File: src/rtl/trigger_clk_phase_ctrl_pkg.sv
// trigger_clk_phase_pkg
// Shared definitions for the MMCM phase-shift sequencer: the state encoding
// and the default psdone timeout (in usb_clk cycles).
// No ports.

package trigger_clk_phase_pkg;

    localparam int TIMEOUT_DEFAULT = 255;

    typedef enum logic [2:0] {
        ST_IDLE     = 3'd0,
        ST_LOCKWAIT = 3'd1,
        ST_ISSUE    = 3'd2,
        ST_WAITDONE = 3'd3,
        ST_DRAIN    = 3'd4
    } state_t;

endpackage

File: src/rtl/trigger_clk_phase_ctrl_if.sv
// trigger_clk_phase_ctrl_if
// Request/status bundle between a phase-shift client (master) and the
// trigger_clk_phase_ctrl sequencer (slave), including the MMCM handshake.
// Signals:
//   I_start, I_step_count, I_step_dir  sequence request
//   I_abort, I_clear_error             control
//   I_locked, I_psdone                 MMCM status
//   O_psen, O_psincdec                 MMCM phase-shift controls
//   O_busy, O_done, O_error, O_phase   sequencer status

interface trigger_clk_phase_ctrl_if #(
    parameter int pSTEP_WIDTH = 16
) ();

    logic                      I_start;
    logic [pSTEP_WIDTH-1:0]    I_step_count;
    logic                      I_step_dir;
    logic                      I_abort;
    logic                      I_clear_error;
    logic                      I_locked;
    logic                      I_psdone;
    logic                      O_psen;
    logic                      O_psincdec;
    logic                      O_busy;
    logic                      O_done;
    logic                      O_error;
    logic signed [pSTEP_WIDTH:0] O_phase;

    modport master (
        output I_start, I_step_count, I_step_dir, I_abort, I_clear_error,
               I_locked, I_psdone,
        input  O_psen, O_psincdec, O_busy, O_done, O_error, O_phase
    );

    modport slave (
        input  I_start, I_step_count, I_step_dir, I_abort, I_clear_error,
               I_locked, I_psdone,
        output O_psen, O_psincdec, O_busy, O_done, O_error, O_phase
    );

endinterface

File: src/rtl/trigger_clk_phase_ctrl.sv
// trigger_clk_phase_ctrl
// Steps an MMCM dynamic phase shift by a requested number of increments or
// decrements, one psen/psdone handshake at a time, and tracks the
// accumulated signed phase position.
// Ports:
//   usb_clk  sole clock (MMCM psclk domain)
//   reset    synchronous, active-high
//   bus      trigger_clk_phase_ctrl_if.slave (request, MMCM handshake, status)
// Build option: define PHASE_TIMEOUT_EN to abort with O_error when psdone
// does not arrive within pTIMEOUT cycles of entering WAITDONE or DRAIN.
//
// state    | meaning
// ---------+---------------------------------------------------------
// IDLE     | waiting for an accepted I_start
// LOCKWAIT | sequence captured, waiting for the MMCM to be locked
// ISSUE    | O_psen high for this single cycle
// WAITDONE | step issued, waiting for I_psdone
// DRAIN    | aborted, waiting for the outstanding I_psdone

module trigger_clk_phase_ctrl
    import trigger_clk_phase_pkg::*;
#(
    parameter int pSTEP_WIDTH = 16,
    parameter int pTIMEOUT    = TIMEOUT_DEFAULT
) (
    input  logic usb_clk,
    input  logic reset,
    trigger_clk_phase_ctrl_if.slave bus
);

    localparam logic [pSTEP_WIDTH-1:0]    CNT_ONE = pSTEP_WIDTH'(1);
    localparam logic signed [pSTEP_WIDTH:0] PH_ONE = (pSTEP_WIDTH+1)'(1);

    if (pTIMEOUT < 1) begin : g_bad_timeout
        $error("pTIMEOUT must be at least 1");
    end

    state_t                      state;
    logic [pSTEP_WIDTH-1:0]      remaining;
    logic signed [pSTEP_WIDTH:0] phase;
    logic                        psen;
    logic                        psincdec;
    logic                        busy;
    logic                        done;
    logic                        error;
    logic                        locked_q;
    logic                        lock_lost;
    logic signed [pSTEP_WIDTH:0] phase_next;

`ifdef PHASE_TIMEOUT_EN
    localparam int               TW       = $clog2(pTIMEOUT + 1);
    localparam logic [TW-1:0]    TMR_LOAD = TW'(pTIMEOUT - 1);
    logic [TW-1:0]               tmr;
    logic                        tmr_expired;
    assign tmr_expired = (tmr == '0);
`endif

    // LOCKWAIT exists to wait for lock, so only a falling edge counts there;
    // every later state was entered with lock held, so a low level is a loss.
    assign lock_lost = (state == ST_LOCKWAIT) ? (locked_q & ~bus.I_locked)
                                              : ((state != ST_IDLE) & ~bus.I_locked);

    assign phase_next = psincdec ? (phase + PH_ONE) : (phase - PH_ONE);

    always_ff @(posedge usb_clk) begin
        if (reset) begin
            state     <= ST_IDLE;
            remaining <= '0;
            phase     <= '0;
            psen      <= 1'b0;
            psincdec  <= 1'b0;
            busy      <= 1'b0;
            done      <= 1'b0;
            error     <= 1'b0;
            locked_q  <= 1'b0;
`ifdef PHASE_TIMEOUT_EN
            tmr       <= TMR_LOAD;
`endif
        end else begin
            locked_q <= bus.I_locked;
            done     <= 1'b0;
            psen     <= 1'b0;
`ifdef PHASE_TIMEOUT_EN
            tmr      <= TMR_LOAD;
`endif
            // Any error set below is a later assignment, so set beats clear.
            if (bus.I_clear_error) begin
                error <= 1'b0;
            end

            if (lock_lost) begin
                error    <= 1'b1;
                state    <= ST_IDLE;
                busy     <= 1'b0;
                psincdec <= 1'b0;
            end else begin
                case (state)
                    ST_IDLE: begin
                        if (bus.I_start && !error) begin
                            if (bus.I_step_count == '0) begin
                                done <= 1'b1;
                            end else begin
                                remaining <= bus.I_step_count;
                                psincdec  <= bus.I_step_dir;
                                busy      <= 1'b1;
                                state     <= ST_LOCKWAIT;
                            end
                        end
                    end
                    ST_LOCKWAIT: begin
                        if (bus.I_abort) begin
                            state    <= ST_IDLE;
                            busy     <= 1'b0;
                            psincdec <= 1'b0;
                        end else if (bus.I_locked) begin
                            state <= ST_ISSUE;
                            psen  <= 1'b1;
                        end
                    end
                    ST_ISSUE: begin
                        state <= bus.I_abort ? ST_DRAIN : ST_WAITDONE;
                    end
                    ST_WAITDONE: begin
                        if (bus.I_psdone) begin
                            remaining <= remaining - CNT_ONE;
                            phase     <= phase_next;
                            if (bus.I_abort || remaining == CNT_ONE) begin
                                state    <= ST_IDLE;
                                busy     <= 1'b0;
                                psincdec <= 1'b0;
                                done     <= ~bus.I_abort;
                            end else begin
                                state <= ST_ISSUE;
                                psen  <= 1'b1;
                            end
`ifdef PHASE_TIMEOUT_EN
                        end else if (tmr_expired) begin
                            error    <= 1'b1;
                            state    <= ST_IDLE;
                            busy     <= 1'b0;
                            psincdec <= 1'b0;
`endif
                        end else if (bus.I_abort) begin
                            state <= ST_DRAIN;
                        end else begin
`ifdef PHASE_TIMEOUT_EN
                            tmr <= tmr - TW'(1);
`endif
                        end
                    end
                    ST_DRAIN: begin
                        if (bus.I_psdone) begin
                            remaining <= remaining - CNT_ONE;
                            phase     <= phase_next;
                            state     <= ST_IDLE;
                            busy      <= 1'b0;
                            psincdec  <= 1'b0;
`ifdef PHASE_TIMEOUT_EN
                        end else if (tmr_expired) begin
                            error    <= 1'b1;
                            state    <= ST_IDLE;
                            busy     <= 1'b0;
                            psincdec <= 1'b0;
                        end else begin
                            tmr <= tmr - TW'(1);
`endif
                        end
                    end
                    default: begin
                        state    <= ST_IDLE;
                        busy     <= 1'b0;
                        psincdec <= 1'b0;
                    end
                endcase
            end
        end
    end

    assign bus.O_psen     = psen;
    assign bus.O_psincdec = psincdec;
    assign bus.O_busy     = busy;
    assign bus.O_done     = done;
    assign bus.O_error    = error;
    assign bus.O_phase    = phase;

endmodule

File: src/flat_wrapper.sv
// flat-port wrapper written by rule: the top's interface ports become plain ports
module trigger_clk_phase_ctrl_flat import trigger_clk_phase_pkg::*;
#(
    parameter int pSTEP_WIDTH = 16,
    parameter int pTIMEOUT    = TIMEOUT_DEFAULT
)
  (usb_clk, reset, bus_I_start, bus_I_step_count, bus_I_step_dir, bus_I_abort, bus_I_clear_error, bus_I_locked, bus_I_psdone, bus_O_psen, bus_O_psincdec, bus_O_busy, bus_O_done, bus_O_error, bus_O_phase);
  trigger_clk_phase_ctrl_if #(.pSTEP_WIDTH(pSTEP_WIDTH)) bus_i ();
  input  logic usb_clk;
  input  logic reset;
  input wire logic [$bits(bus_i.I_start)-1:0] bus_I_start;
  input wire logic [$bits(bus_i.I_step_count)-1:0] bus_I_step_count;
  input wire logic [$bits(bus_i.I_step_dir)-1:0] bus_I_step_dir;
  input wire logic [$bits(bus_i.I_abort)-1:0] bus_I_abort;
  input wire logic [$bits(bus_i.I_clear_error)-1:0] bus_I_clear_error;
  input wire logic [$bits(bus_i.I_locked)-1:0] bus_I_locked;
  input wire logic [$bits(bus_i.I_psdone)-1:0] bus_I_psdone;
  output wire logic [$bits(bus_i.O_psen)-1:0] bus_O_psen;
  output wire logic [$bits(bus_i.O_psincdec)-1:0] bus_O_psincdec;
  output wire logic [$bits(bus_i.O_busy)-1:0] bus_O_busy;
  output wire logic [$bits(bus_i.O_done)-1:0] bus_O_done;
  output wire logic [$bits(bus_i.O_error)-1:0] bus_O_error;
  output wire logic [$bits(bus_i.O_phase)-1:0] bus_O_phase;
  assign bus_i.I_start = bus_I_start;
  assign bus_i.I_step_count = bus_I_step_count;
  assign bus_i.I_step_dir = bus_I_step_dir;
  assign bus_i.I_abort = bus_I_abort;
  assign bus_i.I_clear_error = bus_I_clear_error;
  assign bus_i.I_locked = bus_I_locked;
  assign bus_i.I_psdone = bus_I_psdone;
  assign bus_O_psen = bus_i.O_psen;
  assign bus_O_psincdec = bus_i.O_psincdec;
  assign bus_O_busy = bus_i.O_busy;
  assign bus_O_done = bus_i.O_done;
  assign bus_O_error = bus_i.O_error;
  assign bus_O_phase = bus_i.O_phase;
  trigger_clk_phase_ctrl #(.pSTEP_WIDTH(pSTEP_WIDTH), .pTIMEOUT(pTIMEOUT)) u_core (.usb_clk(usb_clk), .reset(reset), .bus(bus_i));
endmodule
File: config.mk
export PLATFORM = sky130hd
export DESIGN_NAME = trigger_clk_phase_ctrl_flat
export DESIGN_NICKNAME = d
export VERILOG_FILES = /design/src/rtl/trigger_clk_phase_ctrl_pkg.sv /design/src/rtl/trigger_clk_phase_ctrl_if.sv /design/src/rtl/trigger_clk_phase_ctrl.sv /design/src/flat_wrapper.sv
export SDC_FILE = /design/constraint.sdc
export NUM_CORES = 1
export LEC_CHECK = 0
export ABC_AREA = 1
export CAP_MARGIN = 20
export CORE_ASPECT_RATIO = 1.75
export CORE_MARGIN = 2
export CORE_UTILIZATION = 60
export DETAILED_ROUTE_END_ITERATION = 16
export PLACE_DENSITY = 0.86
export SLEW_MARGIN = 20
export SYNTH_ARGS = -nofsm -noshare
export SYNTH_HDL_FRONTEND = slang
export SYNTH_SLANG_ARGS = --single-unit
File: constraint.sdc
create_clock -name usb_clk -period 3.7 [get_ports usb_clk]
set_input_delay 0.37 -clock usb_clk [delete_from_list [all_inputs] [get_ports usb_clk]]
set_output_delay 0.37 -clock usb_clk [all_outputs]
set_load 0.05 [all_outputs]
==> results.sh, run 1 <==
export IMPL_status="finished clean"
export IMPL_worst_setup_path_type="reg -> reg"
export IMPL_wl_um=9260
export IMPL_antennaDiodeCount=0
export IMPL_fillers=504
export IMPL_hold_depth=2
export IMPL_finalHoldViolations=0
export IMPL_cts_root_buf="clkbuf_8"
export IMPL_finalMaxSlewViolations=0
export IMPL_drc=0
export IMPL_ys_warnings_count=0
export IMPL_die_area_mm2=0.00636
export IMPL_cts_tree="yes"
export IMPL_final_period_utilization=0.622
export IMPL_worst_slew_pin_slew_ns=0.541
export IMPL_fin_ws_ns=1.40
export IMPL_chipWidth_um=61.2
export IMPL_max_cap_violations=0
export IMPL_syn_area_per_cell_um2=6.17
export IMPL_p_leak_nw=1.97
export IMPL_final_common_cell="nand2_1"
export IMPL_worst_setup_path_start_kind="flip-flop"
export IMPL_dr_first_iter_drc_count=236
export IMPL_core_mm2=0.00554
export IMPL_grt_overflow=0
export IMPL_htree_levels=2
export IMPL_via_count=3738
export IMPL_io_buffers=45
export IMPL_r2r_cells=10
export IMPL_area_growth_syn_to_layout_pct=17.2
export IMPL_worst_setup_path_end_kind="flip-flop"
export IMPL_die_h_um=104
export IMPL_ys_ff_latch=42
export IMPL_grt_usage=0.313
export IMPL_rsz0062_at_grt="no"
export IMPL_power_density_mw_per_mm2=400
export IMPL_clk_path_buf_depth=2
export IMPL_cp_max_fo=15
export IMPL_hold_path_class="reg -> reg"
export IMPL_period_minus_slack_ns=2.30
export IMPL_cts_buffers=5
export IMPL_final_cell_mix="nand2_1, nor2_1, inv_1"
export IMPL_postCtsHoldBufs=0
export IMPL_utilization=0.725
export IMPL_drtPass1Iterations=5
export IMPL_grt_pass1_wl_um=15500
export IMPL_grt_pass1_vias=3592
export IMPL_row_count=36
export IMPL_setup_viol_count_final=0
export IMPL_cp_data_required_time_ns=3.92
export IMPL_startpoint="u_core.bus.O_psincdec"
export IMPL_crit_reg2reg_launch="u_core.bus.O_psincdec"
export IMPL_ant_nets=0
export IMPL_clock_latency_ns=0.32
export IMPL_placed_area_mm2=0.00391
export IMPL_r2r_slack_ns=1.40
export IMPL_cts_resized=0
export IMPL_ys_seq_area_frac=0.245
export IMPL_final_area_mm2=0.00402
export IMPL_reg2reg_to="u_core.bus.O_phase[16]"
export IMPL_slew_headroom=0.638
export IMPL_antenna_found_initial=0
export IMPL_place_gp_congestion=0.965
export IMPL_start_util=0.619
export IMPL_syn_num_nets=598
export IMPL_dpl_hpwl_um=6960
export IMPL_synthDistinctLibCells=36
export IMPL_syn_inst=556
export IMPL_clk_pin_slew_ns=0.08
export IMPL_max_freq_mhz=434
export IMPL_timing_setup_tns_ns=0
export IMPL_layout_nets=641
export IMPL_cts_setup_buffers=0
export IMPL_netlist_area_mm2=0.00343
export IMPL_hold_path_endpoint="u_core.bus.O_busy"
export IMPL_hold_path_startpoint="u_core.bus.O_busy"
export IMPL_crit_arrival_ns=2.53
export IMPL_post_place_ws_ns=1.49
export IMPL_ios=46
export IMPL_drive_above_1_share=0.0950
export IMPL_fin_skew_ns=0.00671
export IMPL_vdd_drop_max_mv=0.393
export IMPL_vias_per_cell=5.53
export IMPL_wire_per_inst_um=13.7
export IMPL_clkSinkCount=42
export IMPL_grt_max_degree=32
==> how the worst max path moves through the flow <==
stage / to / slack, ns / cells after the start
CTS: u_core.bus.O_phase[16] / 1.46 / 10
global route: u_core.bus.O_phase[11] / 1.17 / 12
floorplan: u_core.bus.O_phase[15] / 1.39 / 12
finish: u_core.bus.O_phase[16] / 1.40 / 10
detailed placement: u_core.bus.O_phase[11] / 1.49 / 12
global placement: u_core.bus.O_phase[11] / 1.54 / 12
==> per-layer routing <==
layer | up-vias | GRT usage | wire length, um
li1 | 1861 | - | -
met1 | 1720 | 0.312 | 3440
met2 | 119 | 0.566 | 4940
met3 | 38 | 0.0609 | 367
met4 | 0 | 0.163 | 513
met5 | - | 0 | 0
==> cell usage after synthesis (all sizes together) <==
cell type,n,area share
a211oi,1,0.0022
a21oi,40,0.069
a31oi,2,0.0055
and2,1,0.0018
buf,8,0.020
clkbuf,3,0.0033
dfxtp,42,0.25
fa,1,0.0058
ha,17,0.062
inv,75,0.083
nand2,157,0.18
nand3,58,0.099
nand3b,6,0.013
nand4,4,0.0073
nor2,89,0.11
nor3,3,0.0044
o211ai,2,0.0044
o21ai,25,0.036
o21bai,2,0.0044
or2,10,0.018
xnor2,5,0.013
xor2,5,0.013
==> stage by stage <==
| stage | cells | hold WS, ns | total power [mW] |
|---|---|---|---|
| 5_1_grt | 676 | 0.512 | 1.71 |
| 3_3_place_gp | 668 | 0.465 | 1.20 |
| 4_1_cts | 676 | 0.491 | 1.60 |
| 3_5_place_dp | 668 | 0.480 | 1.22 |
| 6_report | 676 | 0.487 | 1.61 |
| 2_1_floorplan | 556 | 0.468 | 1.07 |
==> cells by family (layout without fill, tap and decap cells) <==
logic type,count (synthesis),in the layout,share of synthesized area
flops,42,42,0.245
simple gates,328,328,0.433
compound gates,72,72,0.122
buf+inv,86,130,0.107
xor+xnor,10,10,0.0255
fa+ha+maj,18,18,0.0679
==> registers in the layout, summed over array words and instances (netlist names) <==
signal / count
u_core.bus.O_busy: 1
u_core.bus.O_done: 1
u_core.bus.O_error: 1
u_core.bus.O_phase: 17
u_core.bus.O_psen: 1
u_core.bus.O_psincdec: 1
u_core.locked_q: 1
u_core.remaining: 16
u_core.state: 3
==> critical path: stages, from the launching register on <==
cell	delay [ns]
dfxtp_1	0.42
inv_1	0.30
ha_1	0.53
nand2_1	0.13
nor3_1	0.26
and2_1	0.19
nand2_1	0.08
nand3b_1	0.12
nand3_1	0.08
nand2_1	0.07
inv_1	0.03
==> area by class of cell <==
cell class,count,area (um2),area share
multi-input combinational,428,2220,0.553
sequential,42,841,0.209
timing repair buffer,47,465,0.116
inverter,75,284,0.0707
tap,76,95.1,0.0237
clock buffer,6,72.6,0.0181
clock inverter,2,37.5,0.00934
==> power breakdown <==
part           internal (mW)  switching [mW]  total (mW)  leakage (nW)
clock network          0.201           0.178       0.379        0.0514
logic                  0.237           0.448       0.685          1.57
registers              0.494          0.0492       0.543         0.343
total                  0.933           0.675        1.61          1.97
No activity file was read; power rests on OpenSTA's default activity.
==> inputs of run 2 (changes only) <==
--- a/config.mk
+++ b/config.mk
@@ -9,9 +9,9 @@
 export CAP_MARGIN = 20
 export CORE_ASPECT_RATIO = 1.75
 export CORE_MARGIN = 2
-export CORE_UTILIZATION = 60
+export CORE_UTILIZATION = 56
 export DETAILED_ROUTE_END_ITERATION = 16
-export PLACE_DENSITY = 0.86
+export PLACE_DENSITY = 0.81
 export SLEW_MARGIN = 20
 export SYNTH_ARGS = -nofsm -noshare
 export SYNTH_HDL_FRONTEND = slang
==> constraint.sdc (replaced) <==
create_clock -name usb_clk -period 2.4 [get_ports usb_clk]
set_input_delay 0.24 -clock usb_clk [delete_from_list [all_inputs] [get_ports usb_clk]]
set_output_delay 0.24 -clock usb_clk [all_outputs]
set_load 0.05 [all_outputs]
==> results.sh, run 2 (same netlist as run 1, synthesis figures left out) <==
export IMPL_status="finished clean"
export IMPL_max_freq_mhz=492
export IMPL_reg2reg_to="u_core.bus.O_phase[15]"
export IMPL_ios=46
export IMPL_final_common_cell="nand2_1"
export IMPL_die_h_um=108
export IMPL_place_gp_congestion=0.932
export IMPL_ant_nets=0
export IMPL_setup_viol_count_final=0
export IMPL_start_util=0.583
export IMPL_final_period_utilization=0.847
export IMPL_clk_pin_slew_ns=0.09
export IMPL_cp_max_fo=15
export IMPL_wire_per_inst_um=13.0
export IMPL_cp_data_required_time_ns=2.60
export IMPL_cts_tree="yes"
export IMPL_max_cap_violations=0
export IMPL_final_cell_mix="nand2_1, nor2_1, inv_1"
export IMPL_drtPass1Iterations=5
export IMPL_dpl_hpwl_um=6830
export IMPL_fin_cells=682
export IMPL_drc=0
export IMPL_crit_reg2reg_launch="u_core.bus.O_psincdec"
export IMPL_grt_pass1_wl_um=15100
export IMPL_htree_levels=2
export IMPL_clk_path_buf_depth=2
export IMPL_cts_buffers=5
export IMPL_p_leak_nw=1.99
export IMPL_utilization=0.689
export IMPL_dpl_cell_count=673
export IMPL_grt_max_degree=32
export IMPL_clkSinkCount=42
export IMPL_layout_nets=645
export IMPL_timing_setup_tns_ns=0
export IMPL_worst_setup_path_end_kind="flip-flop"
export IMPL_finalHoldViolations=0
export IMPL_grt_usage=0.275
export IMPL_r2r_cells=13
export IMPL_wl_um=8890
export IMPL_rsz0062_at_grt="no"
export IMPL_fin_skew_ns=0.00740
export IMPL_hold_path_class="reg -> reg"
export IMPL_r2r_slack_ns=0.37
export IMPL_worst_setup_path_start_kind="flip-flop"
export IMPL_die_area_mm2=0.00679
export IMPL_hold_slack_ns=0.473
export IMPL_slew_headroom=0.653
export IMPL_chipWidth_um=63.2
export IMPL_antennaDiodeCount=0
export IMPL_cts_root_buf="clkbuf_8"
export IMPL_power_total_mw=2.40
export IMPL_row_count=37
export IMPL_dr_first_iter_drc_count=193
export IMPL_period_minus_slack_ns=2.03
export IMPL_drive_above_1_share=0.103
export IMPL_largest_register_ff_count=17
export IMPL_hold_path_startpoint="u_core.bus.O_busy"
export IMPL_grt_overflow=0
export IMPL_grt_pass1_vias=3588
export IMPL_hold_depth=2
export IMPL_postCtsHoldBufs=0
export IMPL_power_density_mw_per_mm2=592
export IMPL_hold_path_endpoint="u_core.bus.O_busy"
export IMPL_vdd_drop_max_mv=0.338
export IMPL_vias_per_cell=5.32
export IMPL_worst_setup_path_type="reg -> reg"
export IMPL_core_mm2=0.00588
export IMPL_worst_slew_pin_slew_ns=0.518
export IMPL_finalMaxSlewViolations=0
export IMPL_crit_arrival_ns=2.23
export IMPL_area_growth_syn_to_layout_pct=18.1
export IMPL_clock_latency_ns=0.29
export IMPL_io_buffers=45
export IMPL_antenna_found_initial=0
export IMPL_via_count=3628
## run 2: changes by cell type in the layout (fill, tap and decap cells not counted), sizes merged
cell / delta
clkbuf: +1
bufinv: -1
clkinv: +1
buf: +4
inv: -1
## run 2: worst max-delay path, cell delays in order, from the launching register on
cell and delay, ns:
dfxtp_1 0.38, clkinvlp_4 0.12, buf_12 0.16, ha_1 0.34, a21oi_1 0.20, nand2_1 0.12
nand2_1 0.10, nand2_1 0.12, nand2_1 0.11, nand2_1 0.06, nand2_1 0.06, nand3_1 0.06
nand2_1 0.07, inv_1 0.04
## run 2: where the power goes
| group | internal [mW] | switching [mW] |
|---|---|---|
| Combinational | 0.379 | 0.680 |
| Sequential | 0.762 | 0.0769 |
| Clock | 0.233 | 0.266 |
| Total | 1.37 | 1.02 |
## run 2: layout make-up
| cell class | instances | area (um2) |
|---|---|---|
| Multi-Input combinational cell | 428 | 2220 |
| Fill cell | 571 | 1830 |
| Sequential cell | 42 | 841 |
| Timing Repair Buffer | 51 | 508 |
| Inverter | 75 | 288 |
| Tap cell | 78 | 97.6 |
| Clock buffer | 7 | 86.3 |
| Clock inverter | 1 | 5.00 |
## run 2: metrics by stage
stage                     setup WS, ns  area [um2]
after floorplan                 0.0912        3430
after global placement           0.315        3930
after detailed placement         0.304        3930
after CTS                        0.290        4030
after global routing             0.145        4050
final                            0.368        4050
## run 2: metal layers
| layer | global-route usage | part of all wire | vias up | wire, um |
|---|---|---|---|---|
| li1 | - | - | 1869 | - |
| met3 | 0.0230 | 0.029 | 23 | 261 |
| met1 | 0.285 | 0.38 | 1644 | 3420 |
| met4 | 0.117 | 0.027 | 0 | 244 |
| met5 | 0 | 0 | - | 0 |
| met2 | 0.549 | 0.56 | 92 | 4970 |
## run 2: worst max-delay path by stage
stage | startpoint | slack, ns | cells past startpoint | endpoint
after floorplan | u_core.bus.O_psincdec | 0.09 | 12 | u_core.bus.O_phase[15]
after global placement | u_core.bus.O_psincdec | 0.32 | 12 | u_core.bus.O_phase[15]
final | u_core.bus.O_psincdec | 0.37 | 13 | u_core.bus.O_phase[15]
after global routing | u_core.bus.O_psincdec | 0.14 | 13 | u_core.bus.O_phase[11]
after CTS | u_core.bus.O_psincdec | 0.29 | 12 | u_core.bus.O_phase[15]
after detailed placement | u_core.bus.O_psincdec | 0.30 | 12 | u_core.bus.O_phase[15]
## run 2: timing repair
item,4_1_cts,5_1_grt
hold endpoints to repair,0,0
resized for setup,0,1
setup endpoints to repair,0,1
setup buffers,0,1
